<file path="config.mk">
export PLATFORM = sky130hd
export DESIGN_NAME = pattern_serializer
export DESIGN_NICKNAME = d
export VERILOG_FILES = /design/src/rtl/pattern_serializer_pkg.sv /design/src/rtl/frame_counter.sv /design/src/rtl/pattern_serializer.sv
export SDC_FILE = /design/constraint.sdc
export NUM_CORES = 1
export LEC_CHECK = 0
export ABC_AREA = 1
export CORE_MARGIN = 3
export CORE_UTILIZATION = 47
export DETAILED_ROUTE_END_ITERATION = 10
export GPL_TIMING_DRIVEN = 0
export PLACE_DENSITY = 0.88
export SYNTH_ARGS = -nofsm -noshare
export SYNTH_HDL_FRONTEND = slang
export SYNTH_SLANG_ARGS = --single-unit
</file>
<file path="constraint.sdc">
create_clock -name clk -period 1.5 [get_ports clk]
set_input_delay 0.15 -clock clk [delete_from_list [all_inputs] [get_ports clk]]
set_output_delay 0.15 -clock clk [all_outputs]
set_load 0.01 [all_outputs]
</file>
<file path="src/rtl/pattern_serializer_pkg.sv">
// Shared definitions for the serial-sequence blocks: state encoding,
// default widths and a small width helper.
package pattern_serializer_pkg;

  localparam int PAT_W_DEF = 4;
  localparam int CNT_W_DEF = 4;

  typedef enum logic [1:0] {
    ST_IDLE  = 2'd0,
    ST_SHIFT = 2'd1,
    ST_DONE  = 2'd2,
    ST_ABORT = 2'd3
  } ser_state_t;

  // Bit-index width for a pattern of w bits (never narrower than 1).
  function automatic int idx_w(input int w);
    return (w <= 2) ? 1 : $clog2(w);
  endfunction

endpackage

</file>
<file path="src/rtl/frame_counter.sv">
// Bit-index and repetition down-counters for one serial frame:
// load, decrement, wrap between repetitions, and a last-bit flag.
module frame_counter
  import pattern_serializer_pkg::*;
#(
  parameter int PAT_W = PAT_W_DEF,
  parameter int CNT_W = CNT_W_DEF,
  localparam int IDX_W = idx_w(PAT_W)
) (
  input  logic             clk,
  input  logic             rst,
  input  logic             load,
  input  logic             dec,
  input  logic [CNT_W-1:0] rep_in,
  output logic [IDX_W-1:0] idx,
  output logic             last
);

  localparam logic [IDX_W-1:0] IDX_TOP = IDX_W'(PAT_W - 1);
  localparam logic [CNT_W-1:0] REP_ONE = CNT_W'(1);

  logic [IDX_W-1:0] idx_q;
  logic [CNT_W-1:0] rep_q;

  always_ff @(posedge clk or posedge rst) begin
    if (rst) begin
      idx_q <= '0;
      rep_q <= '0;
    end else if (load) begin
      idx_q <= IDX_TOP;
      // A requested count of zero still sends the pattern once.
      rep_q <= (rep_in == '0) ? REP_ONE : rep_in;
    end else if (dec) begin
      if (idx_q == '0) begin
        idx_q <= IDX_TOP;
        rep_q <= rep_q - REP_ONE;
      end else begin
        idx_q <= idx_q - 1'b1;
      end
    end
  end

  assign idx  = idx_q;
  assign last = (idx_q == '0) && (rep_q <= REP_ONE);

endmodule

</file>
<file path="src/rtl/pattern_serializer.sv">
// Sends a captured pattern MSB first, repeated back to back, as a serial
// bit stream with frame-level done/aborted pulses.
module pattern_serializer
  import pattern_serializer_pkg::*;
#(
  parameter int PAT_W = PAT_W_DEF,
  parameter int CNT_W = CNT_W_DEF
) (
  input  logic             clk,
  input  logic             rst,
  input  logic             load_valid,
  output logic             load_ready,
  input  logic [PAT_W-1:0] pattern,
  input  logic [CNT_W-1:0] repeat_cnt,
  input  logic             abort,
  output logic             x,
  output logic             x_valid,
  output logic             busy,
  output logic             done,
  output logic             aborted,
  output ser_state_t       dbg_state
);

  localparam int IDX_W = idx_w(PAT_W);

  // Handshake: a request transfers on a rising edge where load_valid and
  // load_ready are both high; load_ready is high only in IDLE, and
  // load_valid seen while load_ready is low is dropped, never queued.

  ser_state_t       state_q, state_d;
  logic [PAT_W-1:0] pat_q;
  logic [IDX_W-1:0] idx;
  logic             last;
  logic             accept;
  logic             cnt_dec;

  assign accept  = (state_q == ST_IDLE) && load_valid;
  assign cnt_dec = (state_q == ST_SHIFT) && !abort && !last;

  frame_counter #(
    .PAT_W (PAT_W),
    .CNT_W (CNT_W)
  ) u_frame_counter (
    .clk    (clk),
    .rst    (rst),
    .load   (accept),
    .dec    (cnt_dec),
    .rep_in (repeat_cnt),
    .idx    (idx),
    .last   (last)
  );

  always_ff @(posedge clk or posedge rst) begin
    if (rst) begin
      state_q <= ST_IDLE;
      pat_q   <= '0;
    end else begin
      state_q <= state_d;
      if (accept) pat_q <= pattern;
    end
  end

  always_comb begin
    state_d = ST_IDLE;
    case (state_q)
      ST_IDLE:  state_d = load_valid ? ST_SHIFT : ST_IDLE;
      // Abort takes priority over the final-bit transition.
      ST_SHIFT: begin
        if (abort)     state_d = ST_ABORT;
        else if (last) state_d = ST_DONE;
        else           state_d = ST_SHIFT;
      end
      ST_DONE:  state_d = ST_IDLE;
      ST_ABORT: state_d = ST_IDLE;
      default:  state_d = ST_IDLE;
    endcase
  end

  always_comb begin
    load_ready = 1'b0;
    x          = 1'b0;
    x_valid    = 1'b0;
    busy       = 1'b0;
    done       = 1'b0;
    aborted    = 1'b0;
    case (state_q)
      ST_IDLE:  load_ready = 1'b1;
      ST_SHIFT: begin
        x       = pat_q[idx];
        x_valid = 1'b1;
        busy    = 1'b1;
      end
      ST_DONE: begin
        done = 1'b1;
        busy = 1'b1;
      end
      ST_ABORT: begin
        aborted = 1'b1;
        busy    = 1'b1;
      end
      default:  load_ready = 1'b1;
    endcase
  end

  assign dbg_state = state_q;

endmodule

</file>
## Word level (Yosys, flattened, before mapping)

Index checks and enable logic that the tools add are counted.

| word-level totals | value |
|---|---|
| register bits after elaboration | 12 |
| latch bits | 0 |
| bits in writable memories | 0 |
| bits in read-only memories | 0 |
| word-level logic and storage cells | 44 |
| memories | 0 |

| cells by class | value |
|---|---|
| add/sub/neg operators | 2 |
| multiply operators | 0 |
| div/mod/pow operators | 0 |
| order comparisons | 2 |
| equality and inequality tests | 3 |
| shift-type cells | 0 |
| multiplexer cells | 19 |
| bitwise logic cells | 0 |
| reduce and logical (&&, ||, !) cells | 14 |

Operators with widths:

| operator | number |
|---|---|
| $mux 4 | 4 |
| $mux 2 | 5 |
| $mux 1 | 8 |
| $pmux 2 s3 | 1 |
| $eq 2x2->1 const B | 2 |
| $le 4x1->1 const B | 1 |
| $logic_and 1x1->1 | 4 |
| $logic_not 2->1 | 2 |
| $logic_not 4->1 | 1 |
| $reduce_bool 2->1 | 2 |
| $sub 4x1->4 const B | 1 |
| $lt 2x3->1 const B | 1 |
| $reduce_or 3->1 | 1 |
| $bmux 1 s2 | 1 |
| $eq 2x1->1 const B | 1 |
| $logic_not 1->1 | 2 |
| $reduce_and 2->1 | 1 |
| $reduce_or 2->1 | 1 |
| $sub 2x1->2 const B | 1 |

## Logic depth before layout (Yosys ltp)

| depth | value |
|---|---|
| depth after elaboration | 6 |
| gate-level depth with buffers | 10 |

## Modules after synthesis

A second synthesis with hierarchy kept.

| unflattened totals | value |
|---|---|
| cells, all modules | 98 |
| area, all modules | 718.2 um2 |

Modules (own cells, without submodules):

| module | times used | cells each | area each (um2) |
|---|---|---|---|
| frame_counter | 1 | 54 | 390.4 |
| pattern_serializer | 1 | 44 | 327.8 |

## Least setup slack after synthesis

OpenSTA, ideal clock, no wires.

| timing | value |
|---|---|
| kind | register to register |
| from | reg u_frame_counter.rep_q[0] |
| to | reg u_frame_counter.idx_q[0], in the netlist u_frame_counter.idx[0] |
| data arrival time | 1,146 ps |
| required time | 1,377 ps |
| path slack | 231 ps |
| cell stages (with the launch flop) | 10 |
| clock period less this slack | 1,269 ps |
| cells stage by stage | dfrtp_1 -> inv_1 -> ha_1 -> inv_1 -> nand2_1 -> nand3_1 -> nand2_2 -> nand2_4 -> o21ai_1 -> o21ai_1 |

| between the ends | value |
|---|---|
| longest elaborated chain between the ends | 5 |

Ends and longest elaborated chain:

| item | line | RTL |
|---|---|---|
| start, declared | frame_counter.sv:23 | `logic [CNT_W-1:0] rep_q;` |
| start signal, assigned | frame_counter.sv:32 | `rep_q <= (rep_in == '0) ? REP_ONE : rep_in;` |
| start signal, assigned | frame_counter.sv:36 | `rep_q <= rep_q - REP_ONE;` |
| $le 4x1->1 | frame_counter.sv:44 | `assign last = (idx_q == '0) && (rep_q <= REP_ONE);` |
| $logic_and 1x1->1 | frame_counter.sv:44 |  |
| $logic_not 1->1 | pattern_serializer.sv:38 | `assign cnt_dec = (state_q == ST_SHIFT) && !abort && !last;` |
| $logic_and 1x1->1 | pattern_serializer.sv:38 |  |
| $reduce_bool 2->1 (no line) | n/a |  |
| end signal, assigned | frame_counter.sv:38 | `idx_q <= idx_q - 1'b1;` |
| end, declared | frame_counter.sv:22 | `logic [IDX_W-1:0] idx_q;` |

Every way passes these cells.
A chain may end at the register's enable or synchronous reset.

## Worst setup path after layout

| timing | value |
|---|---|
| from | reg state_q[1], in the netlist dbg_state[1] |
| to | out load_ready |

| between the ends | value |
|---|---|
| longest elaborated chain between the ends | 2 |

Ends and longest elaborated chain:

| item | line | RTL |
|---|---|---|
| start, declared | pattern_serializer.sv:30 | `ser_state_t state_q, state_d;` |
| start signal, assigned | pattern_serializer.sv:58 | `state_q <= state_d;` |
| $logic_not 2->1 | pattern_serializer.sv:86 | `case (state_q)` |
| $mux 1 | pattern_serializer.sv:86 |  |
| end, declared | pattern_serializer.sv:12 | `output logic load_ready,` |

Every way passes these cells.

==> flow_metrics.tcl <==
set metrics [dict create \
    drive_gt1_frac 0.163 \
    die_y_um 46.4 \
    cts_tree "yes" \
    pre_cts_ws_ps 59.3 \
    synth_area_leaders "dfrtp_1, nand2_1, inv_1, nand2_4, ha_1" \
    synth_top_area_share 0.392 \
    tightest_slew_ps 481 \
    synth_enable_flop_cells 0 \
    viasPerCell 4.98 \
    clkTransAtPathRegs_ps 80 \
    die-area_um2 2150 \
    critPathSlowestCell "dfrtp_1" \
    core_area_um2 1420 \
    pin_count 20 \
    startpoint_type "register" \
    setup_viol_count_final 0 \
    timing.fmax_mhz 711 \
    drt-wirelength-per-cell_um 11.5 \
    crit_required_ps 1350 \
    synth-main-ff-cell "dfrtp_1" \
    track_usage 0.178 \
    grt_pass1_vias 606 \
    wirelength_mm 1.66 \
    slew-limit-headroom 0.679 \
    row_count 13 \
    ys_types 19 \
    dp_hpwl_mm 1.19 \
    rsz0062_at_grt "no" \
    drt_iter0_drc 22 \
    cp_max_fo 4 \
    seq_area_frac_synth 0.392 \
    arrival_ps 1260 \
    fin_crit_sh 0.937 \
    synthTopCellsByCount "nand2_1, inv_1, dfrtp_1" \
    peakVddDrop_mv 1.20 \
    yosysTopAreaCell "dfrtp_1" \
    grt_pass1_wl_mm 2.60 \
    clockRootBuffer "clkbuf_4" \
    critPathKind "register to primary output" \
    htreeDepth 1 \
    yosysMostFrequentCell "nand2_1" \
    syn_to_final_growth_pct 33.1 \
    drv_cap 0 \
    leakage_nw 0.580 \
    clock_latency_ps 270 \
    port_buffers 19 \
    drv_slew 0 \
    syn-num-nets 119 \
    postSynthAreaPerCell_um2 7.37 \
    drt_pre_antenna_iters 4 \
    drc 0 \
    synthArstFlopShare 1.00 \
    antenna_found_initial 0 \
    place.gp.congestion 0.798 \
    ant_nets 0 \
    cts_num_sinks 12 \
    num_vias 717 \
    nets 146 \
    hold_viol_final 0 \
    hp-class "primary input to asynchronous set/reset pin" \
    worst_slack_ps 94.4 \
    antennaDiodeCount 0 \
    synth_seq_cells 12 \
    synth_area_um2 767 \
    cpPeakStageDelay_ps 420 \
    powerDensity_nw_per_um2 2050 \
    grt.overflow.total 0 \
    min_period_ps 1410 \
    yosysWarnings 0 \
    initial_core_util 0.542 \
    tns_ps 0 \
    run_status "completed" \
    path_cells "buf_4 -> nor2_4 -> dlygate4sd2_1" \
    end_kind "primary output" \
    grt_max_degree 13 \
    critPathTopFamily "buffers and inverters" \
    syn_inst 104 \
    cts.path.max_buffers 2 \
    fin_skew_ps 2.32 \
    cts_made_buffers 3 \
    die_x_um 46.4 \
    crit_buf_inv 2 \
]
## cells in the final DEF, fill, tap and decap left out, drive strengths merged
cell / Yosys / layout
nor2: 8 / 8
nand2: 43 / 43
dlygate4sd2: 0 / 3
o21bai: 1 / 1
o21ai: 8 / 8
dfrtp: 12 / 12
dlymetal6s2s: 0 / 1
a21oi: 2 / 2
nand3: 5 / 5
clkbuf: 0 / 4
clkdlybuf4s15: 0 / 1
inv: 19 / 19
buf: 1 / 4
ha: 3 / 3
xnor2: 1 / 1
o211ai: 1 / 1
clkdlybuf4s50: 0 / 13
## registers in the layout (all words and copies together) (netlist names)
| register | count |
|---|---|
| u_frame_counter.rep_q | 4 |
| u_frame_counter.idx | 2 |
| pat_q | 4 |
| dbg_state | 2 |
## worst register-to-register path, stage by stage (launching register included)
cell and delay [ps]:
dfrtp_1 380, inv_1 120, ha_1 190, inv_1 50
nand2_1 80, nand3_2 90, nand2_2 110, nand2_4 90
nand3_1 100, nand2_1 60
## final cells by class
| type | count | area (um^2) |
|---|---|---|
| Sequential cell | 12 | 302 |
| Tap cell | 15 | 18.8 |
| Fill cell | 120 | 394 |
| Buffer | 1 | 15.0 |
| Timing Repair Buffer | 22 | 206 |
| Clock buffer | 3 | 22.5 |
| Inverter | 19 | 71.3 |
| Multi-Input combinational cell | 72 | 385 |
## cell families after synthesis
logic type,count (synthesis),share of synthesized area
compound gates,12,0.0946
simple gates,56,0.341
fa+ha+maj,3,0.0489
xor+xnor,1,0.0114
flops,12,0.392
buf+inv,20,0.113
## metal layers
layer / vias up / wire length [um] / share of wire / track usage
li1: 367 / - / - / -
met1: 318 / 712 / 0.43 / 0.217
met2: 30 / 808 / 0.49 / 0.288
met3: 2 / 113 / 0.068 / 0.0352
met4: 0 / 21 / 0.013 / 0.102
met5: - / 0 / 0 / 0
## path summary, 6_finish.rpt
| path | from | to | slack [ps] | depth (start not counted) |
|---|---|---|---|---|
| max | dbg_state[1] | load_ready | 90 | 3 |
| min | rst | dbg_state[1] | 190 | 2 |
| max reg2reg | u_frame_counter.rep_q[0] | u_frame_counter.rep_q[0] | 140 | 9 |
| min reg2reg | pat_q[1] | pat_q[1] | 490 | 2 |
| max in group asynchronous | rst | dbg_state[0] | 960 | 2 |
| min in group clk | pattern[0] | pat_q[0] | 400 | 3 |
## where the power goes
group / internal, mW / switching, mW
Combinational: 0.559 / 0.706
Sequential: 0.489 / 0.131
Clock: 0.0930 / 0.111
Total: 1.14 / 0.948
## stage by stage
step                      std cells  power [mW]  cell area, um^2  hold slack (ps)   util
after floorplan                 104        1.46              767             14.7      -
after global placement          138        1.82              976              465  0.690
after detailed placement        138        1.87              976              465  0.690
after CTS                       142        2.04             1000              201  0.707
after global routing            144        2.30             1020              218  0.721
final                           144        2.09             1020              187  0.721
## what timing repair did
item	CTS	global route
buffers inserted	1	2
gates resized for setup	6	6
hold buffers	0	0
endpoints found under the setup margin	6	9
(Power assumes the default switching activity.)
